--- config.mk ---
export PLATFORM = sky130hd
export DESIGN_NAME = sync_fifo_reader
export DESIGN_NICKNAME = d
export VERILOG_FILES = /design/src/rtl/fifo_pkg.sv /design/src/rtl/fifo_ptr.sv /design/src/rtl/sync_fifo_reader.sv
export SDC_FILE = /design/constraint.sdc
export NUM_CORES = 1
export LEC_CHECK = 0
export BUFFER_PORTS_ARGS = -buffer_cell sky130_fd_sc_hd__clkbuf_2
export CAP_MARGIN = 25
export CORE_MARGIN = 8
export CORE_UTILIZATION = 51
export CTS_CLUSTER_DIAMETER = 60
export DETAILED_ROUTE_END_ITERATION = 6
export PLACE_DENSITY = 0.75
export SETUP_SLACK_MARGIN = 0.05
export SLEW_MARGIN = 10
export SYNTH_ARGS = -nofsm -noshare
export SYNTH_HDL_FRONTEND = slang
export SYNTH_SLANG_ARGS = --single-unit
export TNS_END_PERCENT = 100
--- constraint.sdc ---
create_clock -name clk -period 2.4 [get_ports clk]
set_input_delay 0.12 -clock clk [delete_from_list [all_inputs] [get_ports clk]]
set_output_delay 0.12 -clock clk [all_outputs]
set_load 0.1 [all_outputs]
--- src/rtl/fifo_pkg.sv ---
// Shared definitions for the synchronous FIFO path: default depth,
// pointer-width helper and the packed status word.
package fifo_pkg;

  localparam int FIFO_DEPTH_DEFAULT = 4;

  // Pointer width: index bits plus one wrap bit.
  function automatic int ptr_w(input int depth);
    return $clog2(depth) + 1;
  endfunction

  typedef struct packed {
    logic full;
    logic empty;
    logic overflow;
    logic underflow;
  } fifo_status_t;

endpackage

--- src/rtl/fifo_ptr.sv ---
// Wrap-bit pointer: low bits index the storage array, the MSB flips on
// every pass so equal indices can be told apart as full or empty.
module fifo_ptr #(
  parameter int PTR_W = 3
) (
  input  logic             clk,
  input  logic             resetn,
  input  logic             inc,
  output logic [PTR_W-1:0] ptr
);

  // Advance by one on each enabled cycle; natural roll-over handles wrap.
  always_ff @(posedge clk) begin
    if (!resetn) begin
      ptr <= '0;
    end else if (inc) begin
      ptr <= ptr + PTR_W'(1);
    end
  end

endmodule

--- src/rtl/sync_fifo_reader.sv ---
// Circular-buffer FIFO with a registered read port. Occupancy and
// full/empty are derived from the two wrap-bit pointers only, so every
// data value (including zero) is ordinary payload.
//
// Handshake: wr and rd are single-cycle requests sampled at each rising
// edge. A push is accepted when wr && !full, a pop when rd && !empty,
// both judged on the state before the edge. Rejected requests are dropped
// and reported by a one-cycle overflow/underflow strobe. An accepted pop
// presents its word on dout one cycle later, qualified by dout_valid.
module sync_fifo_reader
  import fifo_pkg::*;
#(
  parameter int DATA_WIDTH = 8,
  parameter int DEPTH      = FIFO_DEPTH_DEFAULT
) (
  input  logic                    clk,
  input  logic                    resetn,
  input  logic [DATA_WIDTH-1:0]   din,
  input  logic                    wr,
  input  logic                    rd,
  output logic [DATA_WIDTH-1:0]   dout,
  output logic                    dout_valid,
  output logic                    full,
  output logic                    empty,
  output logic [$clog2(DEPTH):0]  count,
  output logic                    overflow,
  output logic                    underflow
);

  localparam int AW = $clog2(DEPTH);
  localparam int PW = ptr_w(DEPTH);

  logic [DATA_WIDTH-1:0] mem [DEPTH];
  logic [PW-1:0]         wr_ptr;
  logic [PW-1:0]         rd_ptr;
  logic [AW-1:0]         wr_idx;
  logic [AW-1:0]         rd_idx;
  logic                  push_ok;
  logic                  pop_ok;
  logic                  ovf_q;
  logic                  unf_q;
  fifo_status_t          status;

  assign wr_idx = wr_ptr[AW-1:0];
  assign rd_idx = rd_ptr[AW-1:0];

  // Pointers are flops, so these flags already reflect the previous edge.
  assign status.empty     = (wr_ptr == rd_ptr);
  assign status.full      = (wr_idx == rd_idx) && (wr_ptr[PW-1] != rd_ptr[PW-1]);
  assign status.overflow  = ovf_q;
  assign status.underflow = unf_q;

  assign push_ok = wr && !status.full;
  assign pop_ok  = rd && !status.empty;

  fifo_ptr #(.PTR_W(PW)) u_wr_ptr (
    .clk    (clk),
    .resetn (resetn),
    .inc    (push_ok),
    .ptr    (wr_ptr)
  );

  fifo_ptr #(.PTR_W(PW)) u_rd_ptr (
    .clk    (clk),
    .resetn (resetn),
    .inc    (pop_ok),
    .ptr    (rd_ptr)
  );

  // Storage write; contents are deliberately left unreset.
  always_ff @(posedge clk) begin
    if (resetn && push_ok) begin
      mem[wr_idx] <= din;
    end
  end

  // Read register and one-cycle strobes; dout holds unless a pop is taken.
  always_ff @(posedge clk) begin
    if (!resetn) begin
      dout       <= '0;
      dout_valid <= 1'b0;
      ovf_q      <= 1'b0;
      unf_q      <= 1'b0;
    end else begin
      dout_valid <= pop_ok;
      ovf_q      <= wr && status.full;
      unf_q      <= rd && status.empty;
      if (pop_ok) begin
        dout <= mem[rd_idx];
      end
    end
  end

  assign count     = wr_ptr - rd_ptr;
  assign full      = status.full;
  assign empty     = status.empty;
  assign overflow  = status.overflow;
  assign underflow = status.underflow;

endmodule

==> run_results.csv <==
group,metric,value,unit
setup_path,crit_path_start_kind,"register",
cts,cts_made_buffers,5,
setup_path,cp_slowest_stage_delay,0.47,ns
placed_design,port_buffers,27,
setup_path,slowest_stage,"clkbuf_2",
setup_path,cp_cell_sequence,"inv_1 > ha_1 > fa_1 > xnor2_2 > clkbuf_2",
setup_path,required,2.28,ns
sta,clock_skew,0.00736,ns
layout,diodes,0,
floorplanning,die_h,80.7,um
power_and_ir_drop,p_sw,936,uW
cts,cts_resized,0,
sta,fmax,463,MHz
route,drt-initial-drc-count,98,
power_and_ir_drop,comb_power_share,36.3,%
route,routedWlPerCell,17.2,um
cts,post_cts_buffers,0,
route,vias,1291,
logic_synthesis,netlist_instances,151,
floorplanning,die_w,80.7,um
layout,final_common_cell,"edfxtp_1",
cts,insertion_delay,0.30,ns
floorplanning,boundaryPins,28,
route,ant_nets,0,
power_and_ir_drop,irDropWorstVdd,0.558,mV
global_routing,grt_util_all_layers,13.1,%
logic_synthesis,synth_area_leaders,"edfxtp_1 (45%), dfxtp_1 (16%), mux4_2 (8.5%)",
route,wl,3.98,mm
sta,finalWorstPathRequiredPeriod,2.16,ns
global_routing,grt_pass1_wl,6.56,mm
placed_design,finalWeightedCongestion,0.846,
setup_path,worstPathArrival,2.04,ns
floorplanning,design.core.area,4000,um^2
sta,period_share,89.9,%
sta,holdWs,0.0430,ns
route,drt_pass1_iterations,4,
layout,drive_above_1_share,33.0,%
power_and_ir_drop,clkPwrFrac,20.5,%
global_routing,grt_max_degree,29,
logic_synthesis,ys_ff_latch,49,
sta,setup_violations,0,
logic_synthesis,yosysTopAreaCell,"edfxtp_1",
global_routing,grt_pass1_vias,1336,
sta,relSlewSlack,63.7,%
power_and_ir_drop,p_seq_share,43.2,%
cts,clk_pin_slew,0.09,ns
cts,htreeDepth,2,
setup_path,cp-end-kind,"output pin",
route,vias_per_cell,5.56,
status,status,"finished, final reports clean",
setup_path,worstSetupPathType,"reg -> out",
sta,setup_tns,0,ns
power_and_ir_drop,switching_share,40.8,%
sta,drv_slew,0,
job,max_cap_viol_count,0,
placed_design,dp.final_hpwl,3.00,mm
power_and_ir_drop,pwr_density_cell,946,nW/um^2
logic_synthesis,syn_area_per_cell,14.1,um^2
sta,worst_slack,0.241,ns
global_routing,antenna_found_initial,0,
logic_synthesis,syn-num-nets,171,
cts,cts_hold_buffers,0,
logic_synthesis,synth_top_area_share,45.1,%
sta,worst_pin_slew,0.547,ns
logic_synthesis,yosys_warnings,0,
logic_synthesis,synth.cell_area,2130,um^2
sta,final-hold-violation-count,0,
logic_synthesis,yosysUniqueCellTypes,28,
power_and_ir_drop,internal_power,1360,uW
cts,clockBufferDepth,2,
layout,fin_util,60.6,%
route,drc,0,
global_routing,overflow,0,
floorplanning,rows,23,
layout,layout.nets,201,
sta,rsz0062_at_grt,"no",
setup_path,cp_max_fo,4,
placed_design,dp_slack,0.365,ns
layout,area_growth,13.7,%
hold_path,min_path_type,"in -> reg",
cts,cts_tree,"built",
floorplanning,dieArea,6510,um^2
cts,clockRootBuffer,"clkbuf_8",
layout,most-common-layout-cells,"edfxtp_1 (32), clkbuf_2 (26), dfxtp_1 (17)",
cts,cts_sinks,49,
floorplanning,start_util,53.3,%
power_and_ir_drop,p_leak,0.000929,uW
logic_synthesis,ys_seq_area_share,61.0,%
final cells by class:
type | instances | area, um^2
fill | 304 | 1580
sequential | 49 | 1300
multi-input combinational | 85 | 763
timing repair buffer | 33 | 183
clock buffer | 5 | 68.8
tap | 50 | 62.6
inverter | 7 | 26.3
clock inverter | 3 | 20.0
power by group through the flow:
stage	clock network (uW)	registers, uW	logic (uW)
after global routing	512	998	873
final	469	992	832
after detailed placement	0	1010	839
after floorplan	0	1260	447
after CTS	485	992	840
after global placement	0	1010	827
layer usage:
layer,up-vias,share of wire [%],track usage (%)
met2,42,50,20.5
li1,625,-,-
met3,4,7.7,4.69
met5,-,0,0
met1,620,42,16.2
met4,0,0.83,5.18
state kept, by name, indices dropped and copies added, names as in the netlist:
signal	cells
u_wr_ptr.ptr	3
underflow	1
mem	32
dout	8
dout_valid	1
overflow	1
u_rd_ptr.ptr	3
worst max-delay path, delay by kind of cell (launching register included):
family,cells,cell delay [ns]
adders and majority gates,2,0.62
DFF,1,0.38
xor gates and xnor gates,1,0.16
buffers and inverters,2,0.58
final timing paths:
| check | slack, ns | end | start | cells after the start |
|---|---|---|---|---|
| worst min register to register | 0.52 | u_wr_ptr.ptr[0] | u_wr_ptr.ptr[0] | 2 |
| worst min-delay path | 0.04 | mem[0][4] | din[4] | 1 |
| worst max register to register | 0.36 | mem[1][4] | u_wr_ptr.ptr[0] | 6 |
| worst max-delay path | 0.24 | count[2] | u_wr_ptr.ptr[0] | 5 |
cells in the mapped netlist:
master    instances
nor2_1            1
inv_1             7
ha_1              7
xnor2_1           2
and3_1            6
edfxtp_1         32
buf_4             3
clkbuf_1          5
xor2_1            1
a311o_1           1
nand4b_1          2
nand2b_1          1
nor2_4            1
a21oi_1           3
buf_2             2
nand4_1           1
nand2_2           1
mux2i_1           4
a21boi_1          1
fa_1              1
nand3b_1          8
dfxtp_1          17
o211ai_1          2
a31o_2            8
nand2_1          16
o31ai_1           8
mux4_2            8
and2_1            2
per-stage QoR:
| stage | cell area (um^2) | power, uW | cells |
|---|---|---|---|
| finish | 2420 | 2290 | 232 |
| global route | 2420 | 2380 | 232 |
| CTS | 2420 | 2320 | 232 |
| detailed placement | 2340 | 1850 | 224 |
| global placement | 2340 | 1830 | 224 |
| floorplan | 2140 | 1700 | 151 |
logic make-up after synthesis:
kind of cell	Yosys count	synth area share, %
buf+inv	17	3.64
fa+ha+maj	8	5.05
simple gates	39	10.4
xor+xnor	3	1.23
compound gates	23	8.33
mux	12	10.3
flops	49	61.0
Note: power is estimated with default switching activity, not from simulation.
